==> config.mk <==
export PLATFORM = sky130hd
export DESIGN_NAME = fb_arbiter_flat
export DESIGN_NICKNAME = d
export VERILOG_FILES = /design/src/rtl/fb_pkg.sv /design/src/rtl/fb_arbiter_if.sv /design/src/rtl/fb_wr_fifo.sv /design/src/rtl/fb_arbiter.sv /design/src/flat_wrapper.sv
export SDC_FILE = /design/constraint.sdc
export NUM_CORES = 1
export LEC_CHECK = 0
export BUFFER_PORTS_ARGS = -buffer_cell sky130_fd_sc_hd__buf_2
export CAP_MARGIN = 0
export CORE_MARGIN = 1
export CORE_UTILIZATION = 46
export CTS_CLUSTER_DIAMETER = 40
export DETAILED_ROUTE_END_ITERATION = 12
export GPL_TIMING_DRIVEN = 1
export MAX_ROUTING_LAYER = met4
export PLACE_DENSITY = 0.74
export SLEW_MARGIN = 0
export SYNTH_ARGS = -nofsm -noshare
export SYNTH_HDL_FRONTEND = slang
export SYNTH_HIERARCHICAL = 1
export SYNTH_SLANG_ARGS = --single-unit
==> constraint.sdc <==
create_clock -name iClk -period 3.2 [get_ports iClk]
set_input_delay 0.64 -clock iClk [delete_from_list [all_inputs] [get_ports iClk]]
set_output_delay 0.64 -clock iClk [all_outputs]
set_load 0.01 [all_outputs]
==> src/rtl/fb_pkg.sv <==
// Shared framebuffer geometry defaults and arbiter grant encoding.
// Latency: none (declarations only).
// Backpressure: none (declarations only).
package fb_pkg;
    localparam int FB_ADDR_W   = 19;
    localparam int FB_DATA_W   = 12;
    localparam int FB_H_ACTIVE = 640;
    localparam int FB_V_ACTIVE = 480;
    localparam int FB_SIZE_PIX = FB_H_ACTIVE * FB_V_ACTIVE;

    // Which single-port RAM access is granted for the current cycle.
    typedef enum logic [1:0] {
        GNT_IDLE  = 2'd0,
        GNT_SCAN  = 2'd1,
        GNT_WRITE = 2'd2
    } grant_e;
endpackage

==> src/rtl/fb_arbiter_if.sv <==
// Bundle of scan-out, writer handshake, RAM port and pixel output signals.
// Latency: none (wiring only).
// Backpressure: writer side is valid/ready (iWrValid/oWrReady).
interface fb_arbiter_if #(
    parameter int ADDR_W = fb_pkg::FB_ADDR_W,
    parameter int DATA_W = fb_pkg::FB_DATA_W
);
    logic              iDE;
    logic [ADDR_W-1:0] iPos;
    logic              iWrValid;
    logic [ADDR_W-1:0] iWrAddr;
    logic [DATA_W-1:0] iWrData;
    logic              oWrReady;
    logic              oMemEn;
    logic              oMemWe;
    logic [ADDR_W-1:0] oMemAddr;
    logic [DATA_W-1:0] oMemWData;
    logic [DATA_W-1:0] iMemRData;
    logic [DATA_W-1:0] oPixel;
    logic              oPixDE;
    logic              oWrDropped;

    // Arbiter side: consumes scan/write requests and RAM read data.
    modport slave (
        input  iDE, iPos, iWrValid, iWrAddr, iWrData, iMemRData,
        output oWrReady, oMemEn, oMemWe, oMemAddr, oMemWData,
               oPixel, oPixDE, oWrDropped
    );

    // Environment side: timing generator, writer and RAM.
    modport master (
        output iDE, iPos, iWrValid, iWrAddr, iWrData, iMemRData,
        input  oWrReady, oMemEn, oMemWe, oMemAddr, oMemWData,
               oPixel, oPixDE, oWrDropped
    );
endinterface

==> src/rtl/fb_wr_fifo.sv <==
// Small FIFO holding pending framebuffer writes ({addr, data} entries).
// Latency: a pushed entry is at the head the cycle after the push.
// Backpressure: caller must not push when oFull or pop when oEmpty.
module fb_wr_fifo #(
    parameter  int WIDTH = 31,
    parameter  int DEPTH = 4,
    localparam int PTR_W = $clog2(DEPTH),
    localparam int CNT_W = PTR_W + 1
) (
    input  logic             iClk,
    input  logic             iRst_n,
    input  logic             iPush,
    input  logic [WIDTH-1:0] iPushData,
    input  logic             iPop,
    output logic [WIDTH-1:0] oHead,
    output logic             oFull,
    output logic             oEmpty,
    output logic [CNT_W-1:0] oCount
);
    logic [WIDTH-1:0] mem [DEPTH];
    logic [PTR_W-1:0] wrPtr;
    logic [PTR_W-1:0] rdPtr;
    logic [CNT_W-1:0] count;

    // Pointers wrap naturally because DEPTH is a power of two; simultaneous push and pop keep count.
    always_ff @(posedge iClk or negedge iRst_n) begin
        if (!iRst_n) begin
            wrPtr <= '0;
            rdPtr <= '0;
            count <= '0;
        end else begin
            if (iPush) wrPtr <= wrPtr + 1'b1;
            if (iPop)  rdPtr <= rdPtr + 1'b1;
            case ({iPush, iPop})
                2'b10:   count <= count + 1'b1;
                2'b01:   count <= count - 1'b1;
                default: ;
            endcase
        end
    end

    // Entry storage is not reset; occupancy alone decides which entries are live.
    always_ff @(posedge iClk) begin
        if (iPush) mem[wrPtr] <= iPushData;
    end

    assign oHead  = mem[rdPtr];
    assign oFull  = (count == CNT_W'(DEPTH));
    assign oEmpty = (count == '0);
    assign oCount = count;
endmodule

==> src/rtl/fb_arbiter.sv <==
// Single-port framebuffer arbiter: scan-out reads win during active video, buffered writes use blanking.
// Latency: pixel out 3 cycles after iPos/iDE; accepted write reaches RAM 2 cycles later at the earliest.
// Backpressure: oWrReady drops while the write buffer is full; writers wait until the next blanking cycle.
module fb_arbiter
    import fb_pkg::*;
#(
    parameter int ADDR_W     = FB_ADDR_W,
    parameter int DATA_W     = FB_DATA_W,
    parameter int FIFO_DEPTH = 4,
    parameter int FB_SIZE    = FB_SIZE_PIX
) (
    input logic        iClk,
    input logic        iRst_n,
    fb_arbiter_if.slave bus
);
    localparam int ENT_W = ADDR_W + DATA_W;
    localparam int CNT_W = $clog2(FIFO_DEPTH) + 1;
    // One extra bit so FB_SIZE == 2**ADDR_W still compares correctly.
    localparam logic [ADDR_W:0] ADDR_LIMIT = (ADDR_W + 1)'(FB_SIZE);

    grant_e            state;
    grant_e            stateNext;
    logic              wrAccept;
    logic              wrInRange;
    logic              fifoPush;
    logic              fifoPop;
    logic              fifoFull;
    logic              fifoEmpty;
    logic [ENT_W-1:0]  fifoHead;
    logic [CNT_W-1:0]  fifoCount;
    logic [ADDR_W-1:0] memAddr;
    logic [DATA_W-1:0] memWData;
    logic              deD1;
    logic              deD2;
    logic              pixDE;
    logic [DATA_W-1:0] pixel;
    logic              wrDropped;

    // Out-of-range writes still complete the handshake but never enter the buffer.
    assign wrAccept  = bus.iWrValid && !fifoFull;
    assign wrInRange = ({1'b0, bus.iWrAddr} < ADDR_LIMIT);
    assign fifoPush  = wrAccept && wrInRange;

    fb_wr_fifo #(
        .WIDTH (ENT_W),
        .DEPTH (FIFO_DEPTH)
    ) uWrFifo (
        .iClk      (iClk),
        .iRst_n    (iRst_n),
        .iPush     (fifoPush),
        .iPushData ({bus.iWrAddr, bus.iWrData}),
        .iPop      (fifoPop),
        .oHead     (fifoHead),
        .oFull     (fifoFull),
        .oEmpty    (fifoEmpty),
        .oCount    (fifoCount)
    );

    // Grant register: names the RAM access presented on the bus this cycle.
    always_ff @(posedge iClk or negedge iRst_n) begin
        if (!iRst_n) state <= GNT_IDLE;
        else         state <= stateNext;
    end

    // Next grant: active video always wins; buffered writes drain only in blanking, popping on decision.
    always_comb begin
        stateNext = GNT_IDLE;
        fifoPop   = 1'b0;
        if (bus.iDE) begin
            stateNext = GNT_SCAN;
        end else if (!fifoEmpty) begin
            stateNext = GNT_WRITE;
            fifoPop   = 1'b1;
        end
    end

    // RAM address/data registers load with the grant decision and hold while idle.
    always_ff @(posedge iClk or negedge iRst_n) begin
        if (!iRst_n) begin
            memAddr  <= '0;
            memWData <= '0;
        end else begin
            case (stateNext)
                GNT_SCAN:  memAddr <= bus.iPos;
                GNT_WRITE: begin
                    memAddr  <= fifoHead[ENT_W-1 -: ADDR_W];
                    memWData <= fifoHead[DATA_W-1:0];
                end
                default: ;
            endcase
        end
    end

    // DE tracks the address register and RAM stages; blanking forces the pixel to black.
    always_ff @(posedge iClk or negedge iRst_n) begin
        if (!iRst_n) begin
            deD1  <= 1'b0;
            deD2  <= 1'b0;
            pixDE <= 1'b0;
            pixel <= '0;
        end else begin
            deD1  <= bus.iDE;
            deD2  <= deD1;
            pixDE <= deD2;
            pixel <= deD2 ? bus.iMemRData : '0;
        end
    end

    // Sticky indication that a write outside the framebuffer was discarded.
    always_ff @(posedge iClk or negedge iRst_n) begin
        if (!iRst_n)                     wrDropped <= 1'b0;
        else if (wrAccept && !wrInRange) wrDropped <= 1'b1;
    end

    // Ready is derived from the registered count, so a push can never land on a full buffer.
    assert property (@(posedge iClk) disable iff (!iRst_n)
        fifoPush |-> (fifoCount != CNT_W'(FIFO_DEPTH)));

    assign bus.oWrReady   = !fifoFull;
    assign bus.oMemEn     = (state != GNT_IDLE);
    assign bus.oMemWe     = (state == GNT_WRITE);
    assign bus.oMemAddr   = memAddr;
    assign bus.oMemWData  = memWData;
    assign bus.oPixel     = pixel;
    assign bus.oPixDE     = pixDE;
    assign bus.oWrDropped = wrDropped;
endmodule

==> src/flat_wrapper.sv <==
// flat-port wrapper written by rule: the top's interface ports become plain ports
module fb_arbiter_flat import fb_pkg::*;
#(
    parameter int ADDR_W     = FB_ADDR_W,
    parameter int DATA_W     = FB_DATA_W,
    parameter int FIFO_DEPTH = 4,
    parameter int FB_SIZE    = FB_SIZE_PIX
)
  (iClk, iRst_n, bus_iDE, bus_iPos, bus_iWrValid, bus_iWrAddr, bus_iWrData, bus_iMemRData, bus_oWrReady, bus_oMemEn, bus_oMemWe, bus_oMemAddr, bus_oMemWData, bus_oPixel, bus_oPixDE, bus_oWrDropped);
  fb_arbiter_if #(.ADDR_W(ADDR_W), .DATA_W(DATA_W)) bus_i ();
  input logic iClk;
  input logic iRst_n;
  input wire logic [$bits(bus_i.iDE)-1:0] bus_iDE;
  input wire logic [$bits(bus_i.iPos)-1:0] bus_iPos;
  input wire logic [$bits(bus_i.iWrValid)-1:0] bus_iWrValid;
  input wire logic [$bits(bus_i.iWrAddr)-1:0] bus_iWrAddr;
  input wire logic [$bits(bus_i.iWrData)-1:0] bus_iWrData;
  input wire logic [$bits(bus_i.iMemRData)-1:0] bus_iMemRData;
  output wire logic [$bits(bus_i.oWrReady)-1:0] bus_oWrReady;
  output wire logic [$bits(bus_i.oMemEn)-1:0] bus_oMemEn;
  output wire logic [$bits(bus_i.oMemWe)-1:0] bus_oMemWe;
  output wire logic [$bits(bus_i.oMemAddr)-1:0] bus_oMemAddr;
  output wire logic [$bits(bus_i.oMemWData)-1:0] bus_oMemWData;
  output wire logic [$bits(bus_i.oPixel)-1:0] bus_oPixel;
  output wire logic [$bits(bus_i.oPixDE)-1:0] bus_oPixDE;
  output wire logic [$bits(bus_i.oWrDropped)-1:0] bus_oWrDropped;
  assign bus_i.iDE = bus_iDE;
  assign bus_i.iPos = bus_iPos;
  assign bus_i.iWrValid = bus_iWrValid;
  assign bus_i.iWrAddr = bus_iWrAddr;
  assign bus_i.iWrData = bus_iWrData;
  assign bus_i.iMemRData = bus_iMemRData;
  assign bus_oWrReady = bus_i.oWrReady;
  assign bus_oMemEn = bus_i.oMemEn;
  assign bus_oMemWe = bus_i.oMemWe;
  assign bus_oMemAddr = bus_i.oMemAddr;
  assign bus_oMemWData = bus_i.oMemWData;
  assign bus_oPixel = bus_i.oPixel;
  assign bus_oPixDE = bus_i.oPixDE;
  assign bus_oWrDropped = bus_i.oWrDropped;
  fb_arbiter #(.ADDR_W(ADDR_W), .DATA_W(DATA_W), .FIFO_DEPTH(FIFO_DEPTH), .FB_SIZE(FB_SIZE)) u_core (.iClk(iClk), .iRst_n(iRst_n), .bus(bus_i));
endmodule
; After elaboration in Yosys (flattened, before gate mapping)
; Memory sizes are Yosys's and may differ from the RTL's.
; Cells that the tools add are included.
[word_totals]
input_bits = 66
ram_bits = 124
reg_bits = 56
memories = 1
[op_classes]
mux = 9
n_lt_le_gt_ge = 1
eq_ne = 6
add_sub_neg = 4
n_reduce_logical = 9
[mem_list]
columns = memory, depth, width, read_ports, rd_clocked_by_memory_dff, wr, line_no
row1 = u_core.uWrFifo.mem, 4, 31, 1, 0, 1, fb_wr_fifo.sv:20  ; logic [WIDTH-1:0] mem [DEPTH];
[op_table]
columns = operator, n
row1 = case mux 19 bit (2 select lines), 1
row2 = < comparator 19 bit (second input constant), 1
row3 = 2-to-1 mux 12 bit, 1
row4 = == test 2 bit (second input constant), 3
row5 = case mux 3 bit (2 select lines), 1
row6 = nonzero test 2 bit, 3
row7 = adder 2 x 1 -> 2 bit (second input constant), 2
row8 = == test 2 x 1 -> 1 bit (second input constant), 2
row9 = 2-to-1 mux 1 bit, 4
row10 = 2-to-1 mux 2 bit, 2
row11 = adder 3 x 1 -> 3 bit (second input constant), 1
row12 = == test 3 bit (second input constant), 1
row13 = logical AND 1 bit, 3
row14 = zero test 3 bit, 1
row15 = subtractor 3 x 1 -> 3 bit (second input constant), 1
row16 = zero test 1 bit, 2

; Depth between registers and ports, before layout
; Gate-level depths: netlist of run 1.
[depth]
ltp_word = 6
ltp_mapped = 10
depth_no_buf = 10

; Hierarchy
; The synthesis of run 1 kept the hierarchy.
[modules_own_cells]
columns = module, cells_each, instances, area_each_um2, seq_area_each_um2
row1 = fb_wr_fifo, 199, 1, 4913.5, 3898.7
row2 = fb_arbiter, 147, 1, 1924.3, 1201.2

; Worst setup path before layout of run 1
; Ideal clock, no wire load.
[synth_timing]
path_type = in2reg
from = input bus_iWrAddr[17]
to = memory u_core.uWrFifo.mem[0][0] (enable)
setup_slack_ns = 0.573
required_time_ns = 2.809
setup_time_ns = 0.391
arrival_ns = 2.236
cell_stages = 4
path_cell_list = o21ai_0 > o21ai_0 > nor3b_1 > and2_1
[synth_via]
elab_chain_len = 4
[synth_lines]
columns = element, line_no
row1 = "start, declared", flat_wrapper.sv:16  ; input wire logic [$bits(bus_i.iWrAddr)-1:0] bus_iWrAddr;
row2 = < comparator 19 bit, fb_arbiter.sv:41  ; assign wrInRange = ({1'b0, bus.iWrAddr} < ADDR_LIMIT);
row3 = logical AND 1 bit, fb_arbiter.sv:42  ; assign fifoPush = wrAccept && wrInRange;
row4 = net u_core.fifoPush, fb_arbiter.sv:25  ; logic fifoPush;
row5 = 2-to-1 mux 1 bit, fb_wr_fifo.sv:44  ; if (iPush) mem[wrPtr] <= iPushData;
row6 = 2-to-1 mux 1 bit (not written as such), fb_wr_fifo.sv:44
row7 = "end, declared", fb_wr_fifo.sv:20
; The timed path passes the listed nets, and every way through them passes these cells.

; Final worst setup path of run 1
[layout_timing]
from = input bus_iWrAddr[12]
to = register u_core.uWrFifo.count[2] (netlist: u_core/uWrFifo/oCount[2])
[layout_via]
elab_chain_len = 4
elab_cells_between_ends = 6
cone_classes = 1 x order compare / 2 x eq/ne / 1 x mux / 2 x reduce/logical
[layout_lines]
columns = element, line_no
row1 = < comparator 19 bit *, fb_arbiter.sv:41
row2 = logical AND 1 bit *, fb_arbiter.sv:42
row3 = net u_core.fifoPush, fb_arbiter.sv:25
row4 = == test 2 x 1 -> 1 bit or == test 2 bit (tied branches), fb_wr_fifo.sv:34  ; case ({iPush, iPop})
row5 = case mux 3 bit (2 select lines) or nonzero test 2 bit (tied branches), n/a
row6 = "end signal, assigned", fb_wr_fifo.sv:35  ; 2'b10: count <= count + 1'b1;
row7 = "end signal, assigned", fb_wr_fifo.sv:36  ; 2'b01: count <= count - 1'b1;
row8 = "end, declared", fb_wr_fifo.sv:23  ; logic [CNT_W-1:0] count;
; The timed path passes the listed nets; every way through them passes the cells marked *.
; A chain may end at the register's enable or synchronous reset.

==> impl_metrics.toml, run 1 <==
[status]
status = "finished, final reports clean"

[finish]
n_antenna_cell = 0
drive_gt1_frac = 0.418
syn2layout_area_growth_pct = 20.1
nets = 545

[floorplanning]
dieArea_um2 = 15400
rows = 44
fp.dieW_um = 124
io_pins = 114
core_um2 = 14500
die_h_um = 124
initial_core_util = 0.470

[worst_setup_path]
rr_endpoint = "u_core/uWrFifo/oCount[2]$_DFFE_PN0P_"
path_max_fanout = 8
worst_path_largest_cell_delay_ps = 380
required_ps = 3540
critPathCapture = "u_core/uWrFifo/oCount[2]$_DFFE_PN0P_"
crit_chain = "buf_2 -> a21oi_1 -> o21ai_0 -> nor3b_1 -> buf_4 -> inv_1 -> ha_1 -> inv_1 -> fa_1 -> xor2_1 -> nor2_1 -> xor2_1"
worstSetupStartpoint = "bus_iWrAddr[12]"
regToRegSetupSlack_ps = 1070
arrival_ps = 2530
reg2reg_depth = 11
crit_family = "adder cells"
cp-end-kind = "flip-flop"
path_depth = 12
slowest_stage = "fa_1"
r2r_start = "u_core/uWrFifo/oCount[1]$_DFFE_PN0P_"
cp_num_buf_inv = 4
critical_path_class = "in -> reg"
critPathLaunchType = "primary input"

[logic_synthesis]
yosys_warnings = 6
syn_area_per_cell_um2 = 19.8
yosysSeqAreaShare = 0.746
ys_seq_elements = 179
synth_area_um2 = 6840
ys.flop_type = "edfxtp_1"
async_flop_share = 0.307
synth_edf_count = 124
syn_nets = 418
yosysUniqueCellTypes = 29
syn_inst = 346

[place]
portBuffers = 113
dpl.hpwl_mm = 8.02
gp_congestion = 0.715

[timing]
max_slew.worst_pin.slew_ps = 821
hold_viol = 0
skew_ps = 10.5
rsz0062_at_grt = "false"
whs_ps = 384
setup_viol = 0
slew_viol_final = 0
period_minus_slack_ps = 2180
fin_tns_setup_ps = 0
post-route-period-util = 0.682
relSlewSlack = 0.453
timing.fmax_mhz = 458

[grt]
grt_max_degree = 56
grt_first_pass_wirelength_mm = 19.6
antenna_found_initial = 0
grt-ovfl-total = 0
grt_pass1_vias = 3491
grtUsageTotal = 0.188

[clocking]
post_cts_resized = 0
cts_sinks = 179
cts.hold.buffers_added = 0
cts_made_buffers = 17
cts_tree = "yes"
root_buffer = "clkbuf_16"
post_cts_buffers = 0
htree_levels = 4
clockBufferDepth = 2
clock_latency_ps = 420
path_clk_slew_ps = 70

[detailed_routing]
drt-wirelength-per-cell_um = 19.2
drc = 0
routed-via-count = 3488
drt_iter0_markers = 180
first_pass_iters = 4
routed_wl_mm = 12.9
ant_nets = 0
routed_via_density = 5.21

[run]
drv_cap = 0

[power]
power_density_nw_per_um2 = 845
leakage_nw = 3.18
ir_worst_vdd_v = 0.000418

[hold_path]
hp-class = "in -> async"
==> cell families (layout without fill, tap and decap cells) <==
| kind of cell | Yosys count | after routing | synth area share |
|---|---|---|---|
| flops | 179 | 179 | 0.746 |
| fa+ha+maj | 6 | 6 | 0.0121 |
| xor+xnor | 6 | 6 | 0.00769 |
| simple gates | 46 | 46 | 0.0333 |
| mux | 62 | 62 | 0.156 |
| compound gates | 25 | 25 | 0.0188 |
| buf+inv | 22 | 162 | 0.0260 |
==> how the worst min path moves through the flow <==
stage                         startpoint  slack, ps                             endpoint
6_report                          iRst_n        380  u_core/bus.oMemWData[2]$_DFFE_PN0P_
5_1_grt        u_core/state[0]$_DFF_PN0_        420                u_core/deD2$_DFF_PN0_
4_1_cts        u_core/state[0]$_DFF_PN0_        390                u_core/deD2$_DFF_PN0_
3_5_place_dp   u_core/state[0]$_DFF_PN0_        380                u_core/deD2$_DFF_PN0_
3_3_place_gp   u_core/state[0]$_DFF_PN0_        380                u_core/deD2$_DFF_PN0_
2_1_floorplan                     iRst_n        340   u_core/bus.oMemAddr[0]$_DFFE_PN0P_
==> registers in the layout, indices dropped and copies added (netlist names) <==
signal,cells
u_core/uWrFifo/mem,124
u_core/bus.oMemAddr,19
u_core/bus.oMemWData,12
u_core/bus.oPixel,12
u_core/uWrFifo/oCount,3
u_core/state,2
u_core/uWrFifo/rdPtr,2
u_core/uWrFifo/wrPtr,2
u_core/bus.oPixDE,1
u_core/bus.oWrDropped,1
u_core/deD2,1
==> cell usage after synthesis (2+ instances only) <==
| cell type | n | share of area |
|---|---|---|
| mux4_2 | 28 | 0.092 |
| xor2_1 | 4 | 0.0051 |
| mux2_2 | 3 | 0.0049 |
| o21ai_1 | 10 | 0.0073 |
| and2_1 | 16 | 0.015 |
| edfxtp_1 | 124 | 0.54 |
| ha_1 | 5 | 0.0091 |
| o21ai_0 | 13 | 0.0095 |
| mux2i_1 | 19 | 0.028 |
| inv_1 | 7 | 0.0038 |
| mux2_4 | 9 | 0.020 |
| mux4_1 | 3 | 0.012 |
| buf_2 | 6 | 0.0044 |
| nand2_1 | 23 | 0.013 |
| dfrtp_1 | 55 | 0.20 |
| buf_6 | 3 | 0.0049 |
| xnor2_1 | 2 | 0.0026 |
| clkbuf_1 | 2 | 0.0011 |
| buf_12 | 4 | 0.012 |
==> worst reg2reg max path, delay by kind of cell (launching register included) <==
family / cells / cell delay (ps)
flip-flops: 1 / 400
buffers and inverters: 4 / 400
XOR/XNOR: 2 / 310
adder cells (fa/ha/maj): 2 / 550
AND/OR/NAND/NOR: 3 / 390
==> final cells by class <==
class	count	area, um2
sequential	179	5100
timing repair buffer	123	703
clock buffer	17	425
inverter	7	26.3
clock inverter	15	153
fill	1121	6320
tap	184	230
multi-input combinational	145	1570
==> layer usage <==
metal	wire length, um	global-route usage
met5	0	-
met1	5920	0.251
met2	6120	0.286
met4	153	0.0655
met3	678	0.0444
==> where the power goes <==
group	internal [mW]	switching [mW]
clock network	1.15	0.863
registers	2.90	0.316
logic	0.927	0.780
==> placed cells by master, fill, tap and decap left out, types with 2 or more instances in the layout <==
master      synthesis  routed
and2_1             16      12
and2_2              0       4
buf_12              4       5
buf_2               6     113
buf_4               0       5
bufinv_16           0       2
clkbuf_16           0      17
clkinv_1            0       2
clkinv_2            0       2
clkinvlp_4          0       3
dfrtp_1            55      53
dfrtp_2             0       2
edfxtp_1          124     124
ha_1                5       5
inv_1               7       7
inv_6               0       5
mux2_2              3       3
mux2_4              9       9
mux2i_1            19      19
mux4_1              3       3
mux4_2             28      28
nand2_1            23      23
o21ai_0            13      13
o21ai_1            10      10
xnor2_1             2       2
xor2_1              4       4
==> per-stage QoR <==
step                power [mW]  std cells  utilization  area, um2  setup WS (ps)
finish                    6.94        670        0.565       8210           1020
global route              7.28        670        0.565       8210            956
CTS                       7.02        670        0.565       8210           1030
detailed placement        4.99        638        0.525       7630            591
global placement          4.93        638        0.525       7630            713
floorplan                 4.46        346            -       6840            573
(Power assumes the default switching activity.)
==> run 2, diff against run 1 <==
- PLACE_DENSITY: 0.74 -> 0.77
- clock period: 3.2 -> 1.85 ns (I/O delays scaled with it)
==> impl_metrics.toml, run 2 (synthesis gave the netlist of run 1 again) <==
[status]
status = "finished, final reports clean"

[floorplanning]
initial_core_util = 0.470
die_h_um = 124
fp.dieW_um = 124
rows = 44
core_um2 = 14500
io_pins = 114
dieArea_um2 = 15400

[grt]
grt_pass1_vias = 3526
grtUsageTotal = 0.181
grt_first_pass_wirelength_mm = 18.9
antenna_found_initial = 0
grt_max_degree = 56
grt-ovfl-total = 0

[finish]
nets = 563
drive_gt1_frac = 0.456
n_antenna_cell = 0
syn2layout_area_growth_pct = 24.8
layout_commonest_cell = "edfxtp_1"
largest_register_ffs = 124
final_cell_mix = "edfxtp_1, buf_2, dfrtp_1"
post-route-cell-area_um2 = 8530
regMostFlops = "u_core/uWrFifo/mem"

[timing]
hold_viol = 0
timing.fmax_mhz = 564
post-route-period-util = 0.958
fin_tns_setup_ps = 0
rsz0062_at_grt = "false"
slew_viol_final = 0
setup_viol = 0
period_minus_slack_ps = 1770
skew_ps = 7.76
max_slew.worst_pin.slew_ps = 377
relSlewSlack = 0.749

[worst_setup_path]
critical_path_class = "reg -> reg"
critPathLaunchType = "flip-flop"
worst_path_largest_cell_delay_ps = 400
crit_family = "adder cells"
arrival_ps = 2110
path_max_fanout = 2
crit_chain = "inv_2 -> and3_4 -> nor3b_4 -> inv_2 -> ha_4 -> inv_2 -> fa_2 -> xor2_1 -> nor2_1 -> xor2_1"
slowest_stage = "dfrtp_1"
cp-end-kind = "flip-flop"
crit_path_frequent_cell = "inv_2"
cp_num_buf_inv = 3
required_ps = 2190

[detailed_routing]
first_pass_iters = 4
ant_nets = 0
drt-wirelength-per-cell_um = 18.3
drt_iter0_markers = 240
routed_wl_mm = 12.6
routed_via_density = 5.05
drc = 0
routed-via-count = 3474

[power]
power_density_nw_per_um2 = 1480
power.switching_mw = 3.35
clkPwrFrac = 0.308
combPwrFrac = 0.268
p_int_mw = 9.26
p_sw_frac = 0.266
ir_worst_vdd_v = 0.000785
leakage_nw = 3.33
power.total_mw = 12.6
p_seq_frac = 0.424

[run]
drv_cap = 0

[hold_path]
hp-class = "in -> reg"

[clocking]
cts_sinks = 179
cts_tree = "yes"
root_buffer = "clkbuf_16"
post_cts_buffers = 0
clock_latency_ps = 420
clockBufferDepth = 2
htree_levels = 4
cts_made_buffers = 17
path_clk_slew_ps = 70

[place]
dpl.hpwl_mm = 8.23
dpl_cell_area_um2 = 7870
portBuffers = 113
gp_congestion = 0.694
## run 2: changes by cell type in the layout (fill, tap and decap cells not counted), sizes merged, moves of 2 or more
| cell | before | now |
|---|---|---|
| clkbuf | 17 | 20 |
| clkinvlp | 3 | 1 |
| buf | 123 | 140 |
| bufinv | 2 | 5 |
| inv | 12 | 9 |
## run 2: area by class of cell
| cell class | instances | area (um2) |
|---|---|---|
| Clock inverter | 12 | 203 |
| Inverter | 7 | 26.3 |
| Clock buffer | 20 | 447 |
| Fill cell | 1102 | 6000 |
| Timing Repair Buffer | 141 | 916 |
| Tap cell | 184 | 230 |
| Multi-Input combinational cell | 145 | 1610 |
| Sequential cell | 179 | 5100 |
## run 2: stage by stage
| step | cells | hold slack [ps] | setup WS [ps] | utilization |
|---|---|---|---|---|
| final | 688 | 156 | 78.4 | 0.587 |
| after global routing | 688 | 142 | 1.13 | 0.587 |
| after CTS | 688 | 138 | 12.4 | 0.587 |
| after detailed placement | 655 | 380 | -171 | 0.541 |
| after global placement | 655 | 379 | -119 | 0.541 |
| after floorplan | 346 | 74.4 | 21.4 | - |
## run 2: final timing paths
path,from,to,slack (ps),cells after the start
setup / recovery,u_core/uWrFifo/oCount[1]$_DFFE_PN0P_,u_core/uWrFifo/oCount[2]$_DFFE_PN0P_,80,10
max in group asynchronous,iRst_n,u_core/uWrFifo/rdPtr[0]$_DFFE_PN0P_,1100,3
hold / removal,bus_iMemRData[0],u_core/bus.oPixel[0]$_DFF_PN0_,160,2
setup reg to reg,u_core/uWrFifo/oCount[1]$_DFFE_PN0P_,u_core/uWrFifo/oCount[2]$_DFFE_PN0P_,80,10
hold reg to reg,u_core/state[0]$_DFF_PN0_,u_core/deD2$_DFF_PN0_,400,0
min in group asynchronous,iRst_n,u_core/bus.oPixDE$_DFF_PN0_,480,3
## run 2: per-layer routing
| metal | vias up | track usage | routed length, um |
|---|---|---|---|
| met4 | 0 | 0.0848 | 312 |
| met1 | 1746 | 0.222 | 5480 |
| li1 | 1622 | - | - |
| met3 | 25 | 0.0430 | 494 |
| met5 | - | - | 0 |
| met2 | 81 | 0.285 | 6320 |
## run 2: timing repair
action,in CTS,in global routing
hold endpoints to repair,55,0
hold buffers,1,0
endpoints found under the setup margin,1,1
resized for setup,1,3
pin swaps,0,5
## run 2: power by group through the flow
stage	registers, mW	logic, mW	clock network, mW
2_1_floorplan	5.47	2.29	0
3_3_place_gp	5.37	3.36	0
3_5_place_dp	5.42	3.42	0
4_1_cts	5.35	3.46	3.96
5_1_grt	5.41	3.68	4.14
6_report	5.34	3.38	3.89
==> run 3, diff against run 2 <==
- MAX_ROUTING_LAYER: met4 -> not set
==> impl_metrics.toml, run 3 (synthesis gave the netlist of run 1 again) <==
[status]
status = "finished, final reports clean"

[detailed_routing]
drt_iter0_markers = 257
routed-via-count = 3475
first_pass_iters = 4
drc = 0
ant_nets = 0
routed_via_density = 5.05
routed_wl_mm = 12.6
drt-wirelength-per-cell_um = 18.3

[finish]
final_cell_mix = "edfxtp_1, buf_2, dfrtp_1"
n_fill_cell = 1102
regMostFlops = "u_core/uWrFifo/mem"
layout_commonest_cell = "edfxtp_1"
drive_gt1_frac = 0.456
largest_register_ffs = 124
syn2layout_area_growth_pct = 24.8
n_antenna_cell = 0
nets = 563

[power]
clkPwrFrac = 0.308
power_density_nw_per_um2 = 1480
leakage_nw = 3.33
p_seq_frac = 0.424
combPwrFrac = 0.268
p_sw_frac = 0.265
ir_worst_vdd_v = 0.000790
p_int_mw = 9.26
power.switching_mw = 3.35

[floorplanning]
fp.dieW_um = 124
die_h_um = 124
io_pins = 114
rows = 44
core_um2 = 14500
dieArea_um2 = 15400
initial_core_util = 0.470

[grt]
grtUsageTotal = 0.176
grt_first_pass_wirelength_mm = 18.9
grt_max_degree = 56
antenna_found_initial = 0
grt_pass1_vias = 3534
grt-ovfl-total = 0

[clocking]
clock_latency_ps = 420
root_buffer = "clkbuf_16"
htree_levels = 4
cts_made_buffers = 17
cts_tree = "yes"
path_clk_slew_ps = 60
cts_sinks = 179
clockBufferDepth = 2

[place]
dpl.hpwl_mm = 8.23
gp_congestion = 0.687
portBuffers = 113
post-place-ws_ps = -171

[timing]
timing.final.ws_setup_ps = 78.0
whs_ps = 156
slew_viol_final = 0
hold_viol = 0
timing.fmax_mhz = 564
rsz0062_at_grt = "false"
setup_viol = 0
period_minus_slack_ps = 1770
max_slew.worst_pin.slew_ps = 370
relSlewSlack = 0.753
post-route-period-util = 0.958
skew_ps = 7.83

[worst_setup_path]
critical_path_class = "reg -> reg"
critPathLaunchType = "flip-flop"
cp-end-kind = "flip-flop"
arrival_ps = 2110
regToRegSetupSlack_ps = 80
required_ps = 2190
path_max_fanout = 2

[run]
drv_cap = 0

[hold_path]
hp-class = "in -> reg"
-- run 3: cell counts in the layout (fill, tap and decap cells not counted) --
No cell type changed its count.
-- run 3: routing by layer --
| metal | GRT usage | share of wire | vias up |
|---|---|---|---|
| met3 | 0.0430 | 0.043 | 24 |
| met5 | 0 | 0 | - |
| met4 | 0.0848 | 0.024 | 0 |
| li1 | - | - | 1621 |
| met1 | 0.225 | 0.43 | 1742 |
| met2 | 0.284 | 0.50 | 88 |
-- run 3: what timing repair did --
action / CTS / global route
resized for setup: 1 / 3
endpoints found under the setup margin: 1 / 1
hold endpoints to repair: 55 / 0
hold buffers: 1 / 0
pin swaps: 0 / 5
buffers inserted: 0 / 0
-- run 3: area by class of cell --
class                           instances  area, um2  area share
Sequential cell                       179       5100       0.598
Multi-Input combinational cell        145       1610       0.189
Clock inverter                         12        203      0.0238
Clock buffer                           20        447      0.0523
Tap cell                              184        230      0.0270
Inverter                                7       26.3     0.00308
Timing Repair Buffer                  141        916       0.107
-- run 3: path summary, 6_finish.rpt --
kind / from / to / depth (start not counted)
min reg2reg: u_core/state[0]$_DFF_PN0_ / u_core/deD2$_DFF_PN0_ / 0
min: bus_iMemRData[0] / u_core/bus.oPixel[0]$_DFF_PN0_ / 2
max reg2reg: u_core/uWrFifo/oCount[1]$_DFFE_PN0P_ / u_core/uWrFifo/oCount[2]$_DFFE_PN0P_ / 10
min in group asynchronous: iRst_n / u_core/bus.oPixDE$_DFF_PN0_ / 3
max: u_core/uWrFifo/oCount[1]$_DFFE_PN0P_ / u_core/uWrFifo/oCount[2]$_DFFE_PN0P_ / 10
max in group asynchronous: iRst_n / u_core/uWrFifo/rdPtr[0]$_DFFE_PN0P_ / 3
-- run 3: per-stage QoR --
| step | utilization | setup TNS, ps | total power [mW] | instances | area [um2] |
|---|---|---|---|---|---|
| 6_report | 0.587 | 0 | 12.6 | 688 | 8530 |
| 5_1_grt | 0.587 | 0 | 13.2 | 688 | 8530 |
| 4_1_cts | 0.587 | 0 | 12.8 | 688 | 8530 |
| 3_5_place_dp | 0.541 | -4090 | 8.84 | 655 | 7870 |
| 3_3_place_gp | 0.541 | -1550 | 8.73 | 655 | 7870 |
| 2_1_floorplan | - | 0 | 7.75 | 346 | 6880 |
-- run 3: worst max-delay path, stage by stage, from the launching register on --
cell and delay, ps:
dfrtp_1 410, inv_2 70, and3_4 200, nor3b_4 50
inv_2 70, ha_4 120, inv_2 30, fa_2 320
xor2_1 140, nor2_1 120, xor2_1 150
-- run 3: power by group through the flow --
stage          combinational, mW  clock (mW)  sequential [mW]
2_1_floorplan               2.29           0             5.47
3_3_place_gp                3.36           0             5.37
3_5_place_dp                3.42           0             5.42
4_1_cts                     3.46        3.96             5.35
5_1_grt                     3.69        4.14             5.41
6_report                    3.38        3.88             5.34
